<file path="src/rtl/mem_access_unit.sv">
// Load/store unit: converts byte/halfword/word CPU accesses into 32-bit word memory accesses.
// Define MAU_ALIGN_CHECK_EN to trap misaligned accesses instead of silently aligning them.
module mem_access_unit #(
    parameter bit          BIG_ENDIAN = 1'b0,
    parameter int unsigned ADDR_W     = 32
) (
    input  logic              clk,
    input  logic              reset,
    input  logic              req,
    input  logic              we,
    input  logic [1:0]        size,
    input  logic              sign_ext,
    input  logic [ADDR_W-1:0] addr,
    input  logic [31:0]       wdata,
    output logic              busy,
    output logic              done,
    output logic [31:0]       rdata,
    output logic              addr_error,
    output logic [ADDR_W-1:0] mem_addr,
    output logic [31:0]       mem_din,
    output logic              mem_write,
    input  logic [31:0]       mem_dout,
    input  logic              mem_busy
);
    localparam logic [1:0] SZ_BYTE = 2'b00;
    localparam logic [1:0] SZ_HALF = 2'b01;

    typedef enum logic [2:0] {IDLE, RD, RD_CAP, WR, DONE} state_t;

    state_t      state;
    logic        r_we;
    logic        r_sign;
    logic [1:0]  r_size;
    logic [1:0]  r_off;
    logic [15:0] r_wdata;

    logic [1:0]  req_off;
    logic [1:0]  byte_lane;
    logic        half_lane;
    logic [7:0]  ld_byte;
    logic [15:0] ld_half;
    logic [31:0] ld_ext;
    logic [31:0] st_merge;

    // Byte offset of the request with the low bits a wider access cannot use cleared
    always_comb begin
        req_off = 2'b00;
        if (size == SZ_BYTE) begin
            req_off = addr[1:0];
        end else if (size == SZ_HALF) begin
            req_off = {addr[1], 1'b0};
        end
    end

    assign byte_lane = BIG_ENDIAN ? ~r_off : r_off;
    assign half_lane = BIG_ENDIAN ? ~r_off[1] : r_off[1];

    // Lane extraction/extension for loads and lane merge for sub-word stores
    always_comb begin
        ld_byte = mem_dout[{byte_lane, 3'b000} +: 8];
        ld_half = mem_dout[{half_lane, 4'b0000} +: 16];
        case (r_size)
            SZ_BYTE: ld_ext = {{24{r_sign & ld_byte[7]}}, ld_byte};
            SZ_HALF: ld_ext = {{16{r_sign & ld_half[15]}}, ld_half};
            default: ld_ext = mem_dout;
        endcase
        st_merge = mem_dout;
        if (r_size == SZ_BYTE) begin
            st_merge[{byte_lane, 3'b000} +: 8] = r_wdata[7:0];
        end else if (r_size == SZ_HALF) begin
            st_merge[{half_lane, 4'b0000} +: 16] = r_wdata;
        end
    end

`ifdef MAU_ALIGN_CHECK_EN
    logic misaligned;
    assign misaligned = ((size == SZ_HALF) && addr[0]) || (size[1] && (addr[1:0] != 2'b00));
`else
    assign addr_error = 1'b0;
`endif

    always_ff @(posedge clk) begin
        if (reset) begin
            state     <= IDLE;
            busy      <= 1'b0;
            done      <= 1'b0;
            mem_write <= 1'b0;
            rdata     <= 32'h0;
            mem_addr  <= '0;
            mem_din   <= 32'h0;
            r_we      <= 1'b0;
            r_sign    <= 1'b0;
            r_size    <= 2'b00;
            r_off     <= 2'b00;
            r_wdata   <= 16'h0;
`ifdef MAU_ALIGN_CHECK_EN
            addr_error <= 1'b0;
`endif
        end else begin
            done <= 1'b0;
`ifdef MAU_ALIGN_CHECK_EN
            addr_error <= 1'b0;
`endif
            case (state)
                IDLE: begin
                    if (req) begin
                        r_we     <= we;
                        r_sign   <= sign_ext;
                        r_size   <= size;
                        r_off    <= req_off;
                        r_wdata  <= wdata[15:0];
                        mem_addr <= {addr[ADDR_W-1:2], 2'b00};
                        busy     <= 1'b1;
`ifdef MAU_ALIGN_CHECK_EN
                        if (misaligned) begin
                            state      <= DONE;
                            done       <= 1'b1;
                            addr_error <= 1'b1;
                        end else
`endif
                        if (we && size[1]) begin
                            state     <= WR;
                            mem_write <= 1'b1;
                            mem_din   <= wdata;
                        end else begin
                            state <= RD;
                        end
                    end
                end
                RD: begin
                    state <= RD_CAP;
                end
                RD_CAP: begin
                    if (!mem_busy) begin
                        if (r_we) begin
                            state     <= WR;
                            mem_write <= 1'b1;
                            mem_din   <= st_merge;
                        end else begin
                            state <= DONE;
                            done  <= 1'b1;
                            rdata <= ld_ext;
                        end
                    end
                end
                WR: begin
                    if (!mem_busy) begin
                        state     <= DONE;
                        done      <= 1'b1;
                        mem_write <= 1'b0;
                    end
                end
                DONE: begin
                    state <= IDLE;
                    busy  <= 1'b0;
                end
                default: begin
                    state <= IDLE;
                    busy  <= 1'b0;
                end
            endcase
        end
    end

endmodule

</file>
<file path="config.mk">
export PLATFORM = sky130hd
export DESIGN_NAME = mem_access_unit
export DESIGN_NICKNAME = d
export VERILOG_FILES = /design/src/rtl/mem_access_unit.sv
export SDC_FILE = /design/constraint.sdc
export NUM_CORES = 1
export LEC_CHECK = 0
export BUFFER_PORTS_ARGS = -buffer_cell sky130_fd_sc_hd__buf_2
export CAP_MARGIN = 15
export CORE_AREA = 2 2 132 134
export CTS_CLUSTER_DIAMETER = 50
export DETAILED_ROUTE_END_ITERATION = 7
export DIE_AREA = 0 0 134 136
export GPL_TIMING_DRIVEN = 0
export MAX_ROUTING_LAYER = met4
export PLACE_DENSITY = 0.73
export SKIP_LAST_GASP = 1
export SYNTH_ARGS = -nofsm -noshare
export SYNTH_HDL_FRONTEND = slang
export SYNTH_SLANG_ARGS = --single-unit
</file>
<file path="constraint.sdc">
create_clock -name clk -period 5.7 [get_ports clk]
set_clock_uncertainty 0.2 [all_clocks]
set_input_delay 0.855 -clock clk [delete_from_list [all_inputs] [get_ports clk]]
set_output_delay 0.855 -clock clk [all_outputs]
set_load 0.01 [all_outputs]
</file>
Word level (Yosys, flattened, before mapping)
Index checks and enable logic that the tools add are counted.

storage, ports and cells
  register bits after elaboration = 122
  output and inout bits = 100

cells by class
  reductions and logical operators = 13
  equal/unequal tests = 10
  mux-type cells = 30
  bitwise gates (word level) = 5
  shift operators = 6
  add/subtract/negate cells = 2

operator list
  kind                       count
  $mux W32                   6
  $pmux W32 S2               2
  $bwmux W32                 2
  $shift A16 B7 Y32 const A  1
  $shift A8 B7 Y32 const A   1
  $shiftx A16 B7 Y32         1
  $shiftx A32 B6 Y16         1
  $shiftx A32 B6 Y8          1
  $shiftx A8 B7 Y32          1
  $neg A5 Y7                 2
  $mux W3                    4
  $pmux W3 S4                1
  $ne A2 B2 Y1 const B       5
  $mux W1                    9
  $eq A3 B2 Y1 const B       2
  $mux W2                    3
  $reduce_and A3 Y1          2
  $reduce_and A6 Y1          1
  $reduce_and A5 Y1          1
  $eq A2 B1 Y1 const B       2
  $logic_not A2 Y1           2
  $pmux W1 S2                2
  $reduce_and A2 Y1          2
  $eq A3 B1 Y1 const B       1
  other kinds (8)            11

Logic depth before layout (Yosys ltp)
Gate-level depths: netlist of the first run.

  depth after elaboration = 8
  mapped depth = 10
  mapped depth without buffers = 7

Worst setup path after synthesis of the first run
Ideal clock, no wire load.

  kind = register -> register
  from = register r_off[1], in the netlist byte_lane[1]
  to = register mem_din[16]
  cell stages (with the launch flop) = 9
  data arrival time = 2.245 ns
  path buffers = 2
  library setup time = 0.086 ns
  setup slack = 3.170 ns
  data required time = 5.414 ns
  path through = dfxtp_1 > buf_2 > inv_1 > clkbuf_1 > ha_1 > or3b_1 > o31a_1 > a211o_1 > a211oi_1

between the ends
  longest elaborated chain between the ends = 8
  elaborated cells on any way between the ends = 13
  those cells by class = add/sub: 2; shift: 4; mux: 7

RTL lines
  what                                                     RTL line  RTL
  from (decl)                                              34        logic [1:0] r_off;
  from (signal assigned)                                   110       r_off <= req_off;
  $neg A5 Y7                                               71        st_merge[{half_lane, 4'b0000} +: 16] = r_wdata;
  $shiftx A16 B7 Y32 or $shift A16 B7 Y32 (tied branches)  71
  $bwmux W32                                               71
  $mux W32                                                 70        end else if (r_size == SZ_HALF) begin
  $mux W32 (*)                                             68        if (r_size == SZ_BYTE) begin
  $mux W32 (*)                                             135       if (r_we) begin
  $mux W32 (*)                                             134       if (!mem_busy) begin
  $pmux W32 S2 (*)                                         104       case (state)
  to (signal assigned)                                     124       mem_din <= wdata;
  to (signal assigned)                                     138       mem_din <= st_merge;
  to (decl)                                                20        output logic [31:0] mem_din,

Every way passes the cells marked *; elsewhere a longest branch is shown, timed or not. The select of a mux whose other input is x is not followed.
A chain may end at the register's enable or synchronous reset.

Worst setup path after layout of the first run
  from = register r_off[1], in the netlist byte_lane[1]
  to = register mem_din[5]

The elaborated chain is that of the path after synthesis.

==> results of run 1 <==
sequential cells by signal, summed over array words and instances, names as in the netlist:
| name | cells |
|---|---|
| r_size | 2 |
| busy | 1 |
| r_sign | 1 |
| mem_din | 32 |
| byte_lane | 2 |
| mem_write | 1 |
| r_wdata | 16 |
| state | 3 |
| r_we | 1 |
| rdata | 32 |
| done | 1 |
| mem_addr | 30 |
routing by layer:
layer	track usage [%]	vias up	part of all wire (%)
met2	44.6	424	46
li1	-	3381	-
met4	10.6	0	2.4
met1	35.3	3309	42
met3	7.27	54	10
met5	-	-	0
cells by family (layout without fill, tap and decap cells):
family / after synthesis / count (layout) / synth area share [%]
simple gates: 306 / 306 / 21.4
compound gates: 259 / 259 / 28.8
flops: 122 / 122 / 39.0
buf+inv: 107 / 338 / 7.35
mux: 10 / 10 / 2.48
fa+ha+maj: 5 / 5 / 0.998
other cells: 1 / 5 / 0.0598
stage by stage:
stage               hold slack [ns]  cells  instance area (um^2)  utilization [%]
finish                        0.253   1270                  8190             48.5
global route                  0.276   1270                  8190             48.5
CTS                           0.253   1268                  8190             48.5
detailed placement            0.244   1236                  7550             44.7
global placement              0.238   1236                  7550             44.7
floorplan                     0.237    812                  6270                -
critical path, delay by kind of cell, from the launching register on:
kind / cells / cell delay, ns
AO/OA/AOI/OAI: 3 / 0.76
buffers and inverters: 4 / 0.97
AND/OR/NAND/NOR: 2 / 0.50
adder cells (fa/ha/maj): 1 / 0.37
flip-flops: 1 / 0.33
power by group:
| group | switching (mW) | internal (mW) | leakage [nW] |
|---|---|---|---|
| clock | 0.427 | 0.746 | 0.304 |
| sequential | 0.0615 | 0.936 | 0.997 |
| combinational | 0.418 | 0.239 | 2.22 |
layout by cell type (no fill, tap or decap), drive strengths merged, types with 16 or more instances in the layout:
cell / Yosys / routed
a221oi: 53 / 53
clkbuf: 50 / 69
o21ai: 16 / 16
inv: 27 / 28
nor2: 73 / 73
dfxtp: 122 / 122
nor3: 36 / 36
nand2: 155 / 155
a211oi: 29 / 29
a21oi: 84 / 84
buf: 27 / 226
layout make-up:
cell class                 instances  area, um^2
buffer                            77         348
fill                            1762        8680
inverter                          30         113
timing repair buffer             199         996
sequential                       122        2440
clock inverter                    13         193
tap                              225         282
multi-input combinational        583        3370
clock buffer                      19         443
antenna                            2        5.00
worst max-delay path by stage:
stage,startpoint,endpoint,slack (ns),depth (start not counted)
after CTS,byte_lane[1]$_SDFFE_PP0P_,mem_din[15]$_SDFFE_PP0P_,2.55,9
after global routing,byte_lane[1]$_SDFFE_PP0P_,mem_din[5]$_SDFFE_PP0P_,2.31,10
after floorplan,byte_lane[1]$_SDFFE_PP0P_,mem_din[16]$_SDFFE_PP0P_,3.17,8
after detailed placement,byte_lane[1]$_SDFFE_PP0P_,mem_din[15]$_SDFFE_PP0P_,2.55,9
final,byte_lane[1]$_SDFFE_PP0P_,mem_din[5]$_SDFFE_PP0P_,2.49,10
after global placement,byte_lane[1]$_SDFFE_PP0P_,mem_din[15]$_SDFFE_PP0P_,2.55,9
==> metrics, run 1 <==
most common cell in the netlist nand2_1; pin count of the biggest net entering global routing 17; post-route clock period utilization 56.4%; wirelength, routed 25200 um; Reg2Reg Depth 10; Remaining Overflow, GRT 0; Power Dens Cells 345 nW/um^2; IO Pins 204; Final Max Tran Viols 0; Yosys reg bits 122; Critical Path, Cell by Cell buf_2 > inv_1 > clkbuf_1 > ha_1 > and4bb_2 > buf_2 > a221oi_1 > a2111oi_0 > a211oi_1 > nor3_1; power after layout 2.83 mW; Synth area leaders dfxtp_1 39%, nand2_1 9.3%, a221oi_1 7.4%, a21oi_1 6.7%, nor2_1 4.3%; pre-CTS WS 2.55 ns; Worst-Margin Slew 0.867 ns; Startpoint Class register; Die ar. 18200 um^2; Starting Density 37.1%; port buffer count 199; Worst VDD drop 218 uV; Mapped Avg Cell Area 7.74 um^2; via count 7168; slowest cell on the critical path a2111oi_0; Fin. Hold Viols 0; hold_sp mem_addr[22]$_SDFFE_PP0P_; clk buf depth 2; CTS clk-pin slew, worst paths 0.06 ns; crit path capture type register; Min-Delay Endpoint mem_addr[22]$_SDFFE_PP0P_; DR iter-0 viols 723; number of global-route vias before repair 6944; Yosys top cell area share 39.0%; Post-synth EDFFs 0; Synth area leader dfxtp_1; status completed; post-synthesis sequential area ratio 39.0%; Total Routing Usage GR 28.4%; cts repair resizes 0; TritonCTS Sinks 122; Avg Vias per Cell 5.64; CP max stage delay 0.49 ns; WP data arrival 3.36 ns; final RePlAce weighted congestion 0.996; global-route wire length before repair 38300 um; CTS Root Cell clkbuf_16; final setup TNS 0 ns; Routed wire per std cell 19.8 um; H-tree levels 4; Nets 1139; layout cell share with drive strength beyond 1 26.0%; Syn Inst Count 810; Die H 136 um; TritonCTS Buffers 17; R2R Path Start byte_lane[1]$_SDFFE_PP0P_; initial antenna violation count 2; core area 16900 um^2; Layout area overhead 30.7%; max_cap viols 0; Post-synth ARST share 0%; final setup fails 0; hpwl dp 18900 um; Leakage 3.52 nW; worst-skew pair later-pin latency 0.43 ns; unrepaired setup endpoints after global routing no; reg2reg end mem_din[5]$_SDFFE_PP0P_; first-pass detailed-route iteration total 5; Top cell by count, worst path buf_2; worst rel slew slack 41.7%; cell area after synthesis 6270 um^2; top cells by count, synth 155 x nand2_1, 122 x dfxtp_1, 84 x a21oi_1; Req. time, crit path 5.85 ns; worst setup margin 2.49 ns; min-delay worst type register to register; DRC viols 0; hold path cells 2; CP Class register to register; CTS tree built; Post-synth top flop dfxtp_1; Synth cell types 59; Peak Freq 311 MHz; post-CTS setup buffers 0; synthesis warning total 0; die extent in x 134 um; Rows 48; Final ANT Viol Nets 0; worst-path fanout max 12; minimum clock period 3.21 ns; Reg2Reg Setup Slack 2.49 ns; cts hold-fix bufs 0
Power figures use the tool's default switching activity.
==> run 2: changes to the inputs <==
--- a/config.mk
+++ b/config.mk
@@ -5,15 +5,16 @@
 export SDC_FILE = /design/constraint.sdc
 export NUM_CORES = 1
 export LEC_CHECK = 0
+export ABC_AREA = 1
 export BUFFER_PORTS_ARGS = -buffer_cell sky130_fd_sc_hd__buf_2
 export CAP_MARGIN = 15
-export CORE_AREA = 2 2 132 134
+export CORE_AREA = 2 2 140 142
 export CTS_CLUSTER_DIAMETER = 50
 export DETAILED_ROUTE_END_ITERATION = 7
-export DIE_AREA = 0 0 134 136
+export DIE_AREA = 0 0 142 144
 export GPL_TIMING_DRIVEN = 0
 export MAX_ROUTING_LAYER = met4
-export PLACE_DENSITY = 0.73
+export PLACE_DENSITY = 0.74
 export SKIP_LAST_GASP = 1
 export SYNTH_ARGS = -nofsm -noshare
 export SYNTH_HDL_FRONTEND = slang
==> constraint.sdc (replaced) <==
create_clock -name clk -period 2.9 [get_ports clk]
set_clock_uncertainty 0.2 [all_clocks]
set_input_delay 0.435 -clock clk [delete_from_list [all_inputs] [get_ports clk]]
set_output_delay 0.435 -clock clk [all_outputs]
set_load 0.01 [all_outputs]
==> run 2 against run 1 <==
Against the previous run: core utilization decreased by 1.6 points; global-route usage decreased by 0.92 points; synthesized area grew 13%; power rose by 140%; sequential share of layout area decreased by 2.6 points; via count increased by 16%; first-iteration DRC count is 27% lower; hold slack worse by 0.22 ns; sequential power increased by 120%; critical endpoint is now mem_din[29]$_SDFFE_PP0P_; largest power group is now combinational logic.
==> metrics, run 2 <==
status completed; most frequent cells in the layout 289 x nand2_1, 280 x nor2_1, 225 x buf_2; Req. time, crit path 3.02 ns (-2.83 ns); CP Class register to register; H-tree levels 4 (unchanged); minimum clock period 2.59 ns (-0.619 ns); most common cell in the netlist nand2_1; Die H 144 um (+5.9%); fin area 8960 um^2 (+9.4%); worst rel slew slack 60.1% (+18 points); pre-CTS WS 0.0992 ns (-2.45 ns); Yosys reg bits 122 (unchanged); CTS clk-pin slew, worst paths 0.06 ns (about the same); Worst-Margin Slew 0.599 ns (-0.268 ns); Post-DP Area 8360 um^2 (+11%); crit path capture type register; Synth area leaders dfxtp_1 35%, nand2_1 15%, nor2_1 15%, o21ai_0 7.4%, inv_1 5.7%; power after layout 6.88 mW (+140%); port buffer count 199 (unchanged); clk buf depth 2 (unchanged); Remaining Overflow, GRT 0 (unchanged); post-synthesis sequential area ratio 34.6% (-4.4 points); Leakage 4.71 nW (+34%); first-pass detailed-route iteration total 6 (+1); Layout area overhead 27.1%; Syn Inst Count 1191 (+47%); Peak Freq 385 MHz (+24%); max_cap viols 0 (unchanged); layout cell share with drive strength beyond 1 20.3% (-5.7 points); unrepaired setup endpoints after global routing no; top cells by count, synth 289 x nand2_1, 281 x nor2_1, 122 x dfxtp_1; pin count of the biggest net entering global routing 17 (unchanged); wirelength, routed 27100 um (+7.5%); Startpoint Class register; Worst VDD drop 485 uV (+120%); Power Dens Cells 768 nW/um^2 (+120%); min-delay worst type input port to register; sequential cell area 2440 um^2 (unchanged); post-route clock period utilization 89.5% (+33 points); Final Max Tran Viols 0 (unchanged); Yosys top cell area share 34.6% (-4.4 points); Final ANT Viol Nets 0 (unchanged); filler instances 2067 (+17%); Post-synth EDFFs 0 (unchanged); die extent in x 142 um (+6.0%); IO Pins 204 (unchanged); CTS tree built; cell area after synthesis 7050 um^2 (+13%); Starting Density 37.0% (-0.16 points); synthesis warning total 0 (unchanged); Synth cell types 29 (-51%); Fin. Hold Viols 0 (unchanged); Synth area leader dfxtp_1; final setup TNS 0 ns (unchanged); Post-synth ARST share 0% (unchanged); Avg Vias per Cell 5.00 (-11%); Mapped Avg Cell Area 5.92 um^2 (-23%); most common cell after layout, fill and taps aside nand2_1; core area 19100 um^2 (+13%); Rows 51 (+6.3%); Top Registers mem_din (32), rdata (32), mem_addr (30); via count 8313 (+16%); worst setup margin 0.305 ns (-2.18 ns); hpwl dp 21200 um (+12%); worst-path fanout max 12 (unchanged); Total Routing Usage GR 27.5% (-0.92 points); initial antenna violation count 2 (unchanged); Routed wire per std cell 16.3 um (-18%); WP data arrival 2.72 ns (-0.64 ns); Die ar. 20400 um^2 (+12%); area of the multi-input gates 3820 um^2 (+13%); Nets 1520 (+33%); global-route wire length before repair 41400 um (+8.1%); final RePlAce weighted congestion 1.03 (+3.0%); number of global-route vias before repair 7773 (+12%); TritonCTS Sinks 122 (unchanged); TritonCTS Buffers 17 (unchanged); CTS Root Cell clkbuf_16; DRC viols 0 (unchanged); final setup fails 0 (unchanged); DR iter-0 viols 527 (-27%); worst-skew pair later-pin latency 0.42 ns (about the same); Post-synth top flop dfxtp_1
-- run 2: cell types whose count changed in the layout (fill, tap and decap cells not counted), sizes merged, moves of 16 or more --
| cell | before | now |
|---|---|---|
| a221oi | 53 | 0 |
| nor3 | 36 | 1 |
| clkbuf | 69 | 53 |
| a211oi | 29 | 2 |
| nand2 | 155 | 293 |
| a21oi | 84 | 67 |
| inv | 28 | 116 |
| nor2 | 73 | 282 |
| o21ai | 16 | 130 |
| nand3 | 13 | 65 |
-- run 2: path summary, 6_finish.rpt --
kind / from / to / slack, ns / cells after the start
max: byte_lane[0]$_SDFFE_PP0P_ / mem_din[29]$_SDFFE_PP0P_ / 0.31 / 12
min: addr[24] / mem_addr[24]$_SDFFE_PP0P_ / 0.03 / 3
max reg2reg: byte_lane[0]$_SDFFE_PP0P_ / mem_din[29]$_SDFFE_PP0P_ / 0.31 / 12
min reg2reg: busy$_SDFFE_PP0P_ / busy$_SDFFE_PP0P_ / 0.27 / 2
-- run 2: cell families (layout without fill, tap and decap cells) --
family | after synthesis | count (layout) | share of synthesized area [%]
compound gates | 216 | 216 | 15.8
simple gates | 656 | 656 | 37.2
flops | 122 | 122 | 34.6
fa+ha+maj | 5 | 5 | 0.887
buf+inv | 191 | 422 | 11.4
other cells | 1 | 5 | 0.0532
-- run 2: critical path, cell delays in order (launching register included) --
cell and delay (ns):
dfxtp_1 0.33, buf_4 0.18, inv_2 0.12, buf_2 0.26
ha_1 0.17, buf_2 0.21, clkinv_1 0.28, nand3_1 0.22
nor2_1 0.10, o21ai_0 0.19, nor2_1 0.08, nor2_1 0.10
nor2_1 0.04
-- run 2: cell type report --
cell class                      count  share of cell area, %
Inverter                          122                   5.11
Timing Repair Buffer              199                   11.1
Antenna cell                        2                 0.0558
Sequential cell                   122                   27.2
Clock inverter                     11                   1.63
Buffer                             69                   3.87
Multi-Input combinational cell    880                   42.6
Clock buffer                       21                   5.02
Tap cell                          238                   3.32
-- run 2: repair_timing --
action,CTS,global route
hold buffers,0,0
buffers inserted,0,0
setup endpoints to repair,0,8
resized for setup,0,2
-- run 2: per-stage QoR --
step | utilization (%) | hold WS, ns | cells
global route | 47.0 | 0.0293 | 1664
detailed placement | 43.8 | 0.258 | 1630
CTS | 46.9 | 0.0210 | 1662
global placement | 43.8 | 0.248 | 1630
floorplan | - | 0.244 | 1193
finish | 47.0 | 0.0289 | 1664
-- run 2: layer usage --
layer	up-vias	routed length (um)	global-route usage, %
met2	378	12300	43.8
met4	0	897	12.0
li1	4183	-	-
met3	54	2080	5.56
met1	3698	11800	33.9
met5	-	0	-
-- run 2: where the power goes --
part	internal, mW	total (mW)	switching [mW]
registers	2.00	2.19	0.190
clock network	1.37	2.18	0.805
logic	0.830	2.51	1.68
